$ cat src/rtl/csp_sampler_pkg.sv
// csp_sampler_pkg
//   Shared types and constants for the constraint-checker sample driver.
//   - state_e   : driver FSM states
//   - LFSR_POLY : Galois feedback mask of the 32-bit candidate LFSR
//   - LFSR_ONE  : substitute value for an all-zero seed (avoids lock-up)
//   - words_f   : number of 32-bit LFSR words needed to fill a candidate
package csp_sampler_pkg;

    typedef enum logic [1:0] {
        IDLE  = 2'd0,
        FILL  = 2'd1,
        CHECK = 2'd2,
        OUT   = 2'd3
    } state_e;

    localparam logic [31:0] LFSR_POLY = 32'h8020_0003;
    localparam logic [31:0] LFSR_ONE  = 32'h0000_0001;

    function automatic int unsigned words_f(input int unsigned cand_w);
        return (cand_w + 32'd31) / 32'd32;
    endfunction

endpackage

$ cat src/rtl/csp_lfsr32.sv
// csp_lfsr32
//   32-bit Galois LFSR (right-shifting, feedback mask LFSR_POLY).
//   A zero seed, from either the load port or the reset value, is replaced
//   by LFSR_ONE so the register can never lock up at zero.
// Ports
//   clk      in   clock, rising edge
//   rst      in   async reset, active-high
//   load_i   in   load seed_i (has priority over step_i)
//   seed_i   in   32-bit seed
//   step_i   in   advance one step
//   state_o  out  current LFSR state
//   next_o   out  state after one step from state_o
module csp_lfsr32
    import csp_sampler_pkg::*;
#(
    parameter logic [31:0] SEED_RST = 32'hACE1_2024
) (
    input  logic        clk,
    input  logic        rst,
    input  logic        load_i,
    input  logic [31:0] seed_i,
    input  logic        step_i,
    output logic [31:0] state_o,
    output logic [31:0] next_o
);

    localparam logic [31:0] RST_VAL = (SEED_RST == 32'h0) ? LFSR_ONE : SEED_RST;

    logic [31:0] state_q;
    logic [31:0] state_d;
    logic [31:0] step_val;

    assign step_val = {1'b0, state_q[31:1]} ^ (state_q[0] ? LFSR_POLY : 32'h0);

    always_comb begin
        state_d = state_q;
        if (load_i) begin
            state_d = (seed_i == 32'h0) ? LFSR_ONE : seed_i;
        end else if (step_i) begin
            state_d = step_val;
        end
    end

    always_ff @(posedge clk or posedge rst) begin
        if (rst) begin
            state_q <= RST_VAL;
        end else begin
            state_q <= state_d;
        end
    end

    assign state_o = state_q;
    assign next_o  = step_val;

endmodule

$ cat src/rtl/csp_sample_driver.sv
// csp_sample_driver
//   Candidate generator for the constraint checker. Fills a candidate from
//   the LFSR one 32-bit word per cycle, waits CHK_LAT+1 cycles for the
//   checker verdict, retries up to MAX_TRIES times and hands the result
//   downstream over valid/ready.
//   Optional build macro CSP_SAMPLER_STATS_EN adds saturating statistics
//   counters (stat_tries_o, stat_ok_o) with a synchronous clear (stat_clr).
// Ports
//   clk, rst          clock / async active-high reset
//   seed_wr, seed_i   LFSR seed load (IDLE only)
//   req_i             request one sample (IDLE only)
//   busy_o            FSM not idle
//   cand_o            candidate to checker;  sat_i  checker verdict
//   smp_valid_o/smp_ready_i          output handshake
//   smp_data_o/smp_fail_o/smp_tries_o  sample, budget-exhausted flag, tries used
//
// state | meaning
// IDLE  | waiting for req_i; seed writes accepted
// FILL  | shifting WORDS LFSR words into the candidate
// CHECK | candidate held for CHK_LAT+1 cycles, verdict taken in the last
// OUT   | result presented until smp_ready_i
module csp_sample_driver
    import csp_sampler_pkg::*;
#(
    parameter int          CAND_W    = 551,
    parameter int          CHK_LAT   = 0,
    parameter int          MAX_TRIES = 1024,
    parameter logic [31:0] SEED_RST  = 32'hACE1_2024
) (
    input  logic                               clk,
    input  logic                               rst,
    input  logic                               seed_wr,
    input  logic [31:0]                        seed_i,
    input  logic                               req_i,
    output logic                               busy_o,
    output logic [CAND_W-1:0]                  cand_o,
    input  logic                               sat_i,
    output logic                               smp_valid_o,
    input  logic                               smp_ready_i,
    output logic [CAND_W-1:0]                  smp_data_o,
    output logic                               smp_fail_o,
    output logic [$clog2(MAX_TRIES+1)-1:0]     smp_tries_o
`ifdef CSP_SAMPLER_STATS_EN
    ,
    input  logic                               stat_clr,
    output logic [31:0]                        stat_tries_o,
    output logic [31:0]                        stat_ok_o
`endif
);

    localparam int WORDS  = int'(words_f(CAND_W));
    localparam int SH_W   = WORDS * 32;
    localparam int TRY_W  = $clog2(MAX_TRIES + 1);
    localparam int FILL_W = (WORDS > 1) ? $clog2(WORDS) : 1;
    localparam int CHK_W  = (CHK_LAT > 0) ? $clog2(CHK_LAT + 1) : 1;

    localparam logic [FILL_W-1:0] FILL_LAST = FILL_W'(WORDS - 1);
    localparam logic [CHK_W-1:0]  CHK_LOAD  = CHK_W'(CHK_LAT);
    localparam logic [TRY_W-1:0]  TRY_MAX   = TRY_W'(MAX_TRIES);

    state_e              state_q;
    logic [SH_W-1:0]     shreg_q;
    logic [SH_W-1:0]     shreg_shift;
    logic [FILL_W-1:0]   fill_cnt_q;
    logic [CHK_W-1:0]    chk_cnt_q;
    logic [TRY_W-1:0]    tries_q;
    logic [CAND_W-1:0]   smp_data_q;
    logic                smp_fail_q;
    logic [TRY_W-1:0]    smp_tries_q;

    logic [31:0]         lfsr_next;
    logic [31:0]         lfsr_state_unused;

    csp_lfsr32 #(
        .SEED_RST (SEED_RST)
    ) u_lfsr (
        .clk     (clk),
        .rst     (rst),
        .load_i  ((state_q == IDLE) && seed_wr),
        .seed_i  (seed_i),
        .step_i  (state_q == FILL),
        .state_o (lfsr_state_unused),
        .next_o  (lfsr_next)
    );

    // The shift register is a whole number of words; the first word ends at
    // the LSBs and the top bits of the last word fall off the candidate.
    assign shreg_shift = SH_W'({lfsr_next, shreg_q} >> 32);

    generate
        if (SH_W > CAND_W) begin : g_excess
            logic excess_unused;
            assign excess_unused = ^shreg_q[SH_W-1:CAND_W];
        end
    endgenerate

    always_ff @(posedge clk or posedge rst) begin
        if (rst) begin
            state_q     <= IDLE;
            shreg_q     <= '0;
            fill_cnt_q  <= '0;
            chk_cnt_q   <= '0;
            tries_q     <= '0;
            smp_data_q  <= '0;
            smp_fail_q  <= 1'b0;
            smp_tries_q <= '0;
        end else begin
            unique case (state_q)
                IDLE: begin
                    if (req_i) begin
                        state_q    <= FILL;
                        fill_cnt_q <= FILL_LAST;
                        tries_q    <= '0;
                    end
                end
                FILL: begin
                    shreg_q <= shreg_shift;
                    if (fill_cnt_q == '0) begin
                        state_q   <= CHECK;
                        chk_cnt_q <= CHK_LOAD;
                        tries_q   <= tries_q + TRY_W'(1);
                    end else begin
                        fill_cnt_q <= fill_cnt_q - FILL_W'(1);
                    end
                end
                CHECK: begin
                    if (chk_cnt_q == '0) begin
                        if (sat_i || (tries_q == TRY_MAX)) begin
                            state_q     <= OUT;
                            smp_data_q  <= shreg_q[CAND_W-1:0];
                            smp_fail_q  <= ~sat_i;
                            smp_tries_q <= tries_q;
                        end else begin
                            state_q    <= FILL;
                            fill_cnt_q <= FILL_LAST;
                        end
                    end else begin
                        chk_cnt_q <= chk_cnt_q - CHK_W'(1);
                    end
                end
                OUT: begin
                    if (smp_ready_i) begin
                        state_q <= IDLE;
                    end
                end
                default: state_q <= IDLE;
            endcase
        end
    end

    assign busy_o      = (state_q != IDLE);
    assign smp_valid_o = (state_q == OUT);
    assign cand_o      = shreg_q[CAND_W-1:0];
    assign smp_data_o  = smp_data_q;
    assign smp_fail_o  = smp_fail_q;
    assign smp_tries_o = smp_tries_q;

`ifdef CSP_SAMPLER_STATS_EN
    logic [31:0] stat_tries_q;
    logic [31:0] stat_ok_q;
    logic        try_done;
    logic        ok_handoff;

    assign try_done   = (state_q == FILL) && (fill_cnt_q == '0);
    assign ok_handoff = (state_q == OUT) && smp_ready_i && !smp_fail_q;

    always_ff @(posedge clk or posedge rst) begin
        if (rst) begin
            stat_tries_q <= '0;
            stat_ok_q    <= '0;
        end else if (stat_clr) begin
            stat_tries_q <= '0;
            stat_ok_q    <= '0;
        end else begin
            if (try_done && (stat_tries_q != 32'hFFFF_FFFF)) begin
                stat_tries_q <= stat_tries_q + 32'd1;
            end
            if (ok_handoff && (stat_ok_q != 32'hFFFF_FFFF)) begin
                stat_ok_q <= stat_ok_q + 32'd1;
            end
        end
    end

    assign stat_tries_o = stat_tries_q;
    assign stat_ok_o    = stat_ok_q;
`endif

endmodule
$ cat config.mk
export PLATFORM = sky130hd
export DESIGN_NAME = csp_sample_driver
export DESIGN_NICKNAME = d
export VERILOG_FILES = /design/src/rtl/csp_sampler_pkg.sv /design/src/rtl/csp_lfsr32.sv /design/src/rtl/csp_sample_driver.sv
export SDC_FILE = /design/constraint.sdc
export NUM_CORES = 2
export LEC_CHECK = 0
export CAP_MARGIN = 20
export CORE_AREA = 2 2 452 454
export CTS_CLUSTER_DIAMETER = 120
export DETAILED_ROUTE_END_ITERATION = 12
export DIE_AREA = 0 0 454 456
export PLACE_DENSITY = 0.45
export SLEW_MARGIN = 20
export SYNTH_ARGS = -nofsm -noshare
export SYNTH_HDL_FRONTEND = slang
export SYNTH_HIERARCHICAL = 1
export SYNTH_SLANG_ARGS = --single-unit
$ cat constraint.sdc
create_clock -name clk -period 102.6 [get_ports clk]
set_input_delay 20.52 -clock clk [delete_from_list [all_inputs] [get_ports clk]]
set_output_delay 20.52 -clock clk [all_outputs]
set_load 0.05 [all_outputs]
==> metrics <==
Slew HR=26.1%; fin. max-slew vios=0; FF-to-FF Start=tries_q[0]$_DFFE_PP0P_; row count=165; Initial Utilization=25.3%; worst hold endpoint=shreg_q[524]$_DFFE_PP0P_; antenna-violating nets left=0; final wirelength=190000 um; Ys Warns=6; layout cells sized above 1=16.4%; total setup buffers inserted after CTS=0; Die X=454 um; maxcap violations=0; Syn Inst Count=4450; GRT overflow=0; fill count=20400; Via Count=32700; crit end category=async pin; first-pass GRT wire length=269000 um; CP Max Fanout=151; Area Growth Syn to Fin=28.7%; clock sink count=1189; I/O pin count=1154; status=complete, no violations; commonest non-fill, non-tap cell in the layout=nand2_1; Tmin final=24.54 ns; Die Ht=456 um; Mapped Area=0.0511 sq mm; routed len/inst=24.3 um; R2R Setup Slk=97.72 ns; # setup viols final=0; most frequent cells in the layout=1773 x nand2_1, 1178 x dfrtp_1, 1153 x clkdlybuf4s50_1, 485 x mux2_4, 142 x clkbuf_16; fin crit share=23.9%; drt drc=0; syn_area_per_cell=11.5 sq um; IO buf count=1153; area of the multi-input gates=0.0159 sq mm; drt pass-1 iters=5; CTS tree=built; critical path required time=103.42 ns; hold buffer count at CTS=0; crit path kind=input port to async pin; worst hold-check path type=register to register; Core Area=0.202 sq mm; die area=0.207 sq mm; post-DP HPWL=137000 um; H-tree Lvls=4; initial antenna violation count=2; setup TNS=0 ns; FF-to-FF End=smp_data_o[316]$_DFFE_PP0P_; Worst Hold Launch=shreg_q[556]$_DFFE_PP0P_; FMAX=0.0407 GHz; CTS max path bufs=3; Nets=5069; syn nets=4491; vias in the first global route=33500; worst r2r path cells=9; Num CTS Buffers=142; clock slew at reported path FFs=0.06 ns; register area=0.0298 sq mm; GP Congestion=0.813; largest net degree at the start of global routing=183; Resized cells post-CTS=0; Final Hold Fails=0; CP Launch Type=input port; Hold Path Cell Cnt=2; skew final=0.0333 ns; Worst EP arrival=25.37 ns; CTS root buf=clkbuf_16; DRC marker count from the first detailed-route iteration=2175; clk_lat worst skew=0.82 ns; Total GRT Usage=18.0%; RSZ-0062 raised after global routing=false; Vias/cell=4.19; Slew @ Worst Pin=1.11 ns
## flip-flops by register name, summed over array words and instances, names as in the netlist
signal          count
tries_q            11
state_q             2
smp_tries_o        11
smp_fail_o          1
shreg_q           576
smp_data_o        551
fill_cnt_q          5
u_lfsr/state_o     32
## metrics by stage
| stage | setup slack [ns] | utilization [%] | area (sq um) | std cells | hold slack [ns] |
|---|---|---|---|---|---|
| after CTS | 77.78 | 32.6 | 65800 | 7808 | 0.465 |
| after floorplan | 49.49 | - | 51100 | 4450 | 0.439 |
| after detailed placement | 76.90 | 30.3 | 61000 | 7556 | 0.449 |
| after global placement | 76.92 | 30.3 | 61000 | 7556 | 0.452 |
| final | 78.06 | 32.6 | 65800 | 7809 | 0.460 |
| after global routing | 77.33 | 32.6 | 65800 | 7808 | 0.487 |
## routing by layer
| layer | vias to the layer above | GRT usage, % | part of all wire [%] |
|---|---|---|---|
| met5 | - | 0 | 0.013 |
| met4 | 4 | 4.28 | 2.2 |
| met3 | 195 | 5.18 | 6.3 |
| met2 | 876 | 31.7 | 52 |
| met1 | 16900 | 21.4 | 40 |
| li1 | 14800 | - | - |
## worst max-delay path by stage
| stage | from | depth (start not counted) | endpoint | slack, ns |
|---|---|---|---|---|
| CTS | rst | 7 | shreg_q[176]$_DFFE_PP0P_ | 77.78 |
| global route | rst | 7 | smp_data_o[209]$_DFFE_PP0P_ | 77.33 |
| floorplan | rst | 1 | fill_cnt_q[0]$_DFFE_PP0P_ | 49.49 |
| detailed placement | rst | 7 | smp_data_o[213]$_DFFE_PP0P_ | 76.90 |
| global placement | rst | 7 | smp_data_o[213]$_DFFE_PP0P_ | 76.92 |
| finish | rst | 7 | shreg_q[176]$_DFFE_PP0P_ | 78.06 |
## worst max-delay path, stage by stage
cell	delay, ns
clkdlybuf4s50_1	0.51
inv_8	0.51
buf_12	0.64
buf_4	0.70
buf_4	0.75
buf_4	0.75
buf_4	0.73
## layout make-up
type	count	share of cell area [%]
multi-input cells	2492	24.2
well taps	2672	5.08
repair buffers	1193	18.1
diodes	1	0.00380
clock buffers	213	6.42
inverters	10	0.0799
clock inverters	39	0.776
flip-flops and latches	1189	45.3
Power is left out: the tool's default activity adds up to more than one toggle a clock period on the data nets, which glitch-free logic cannot reach.
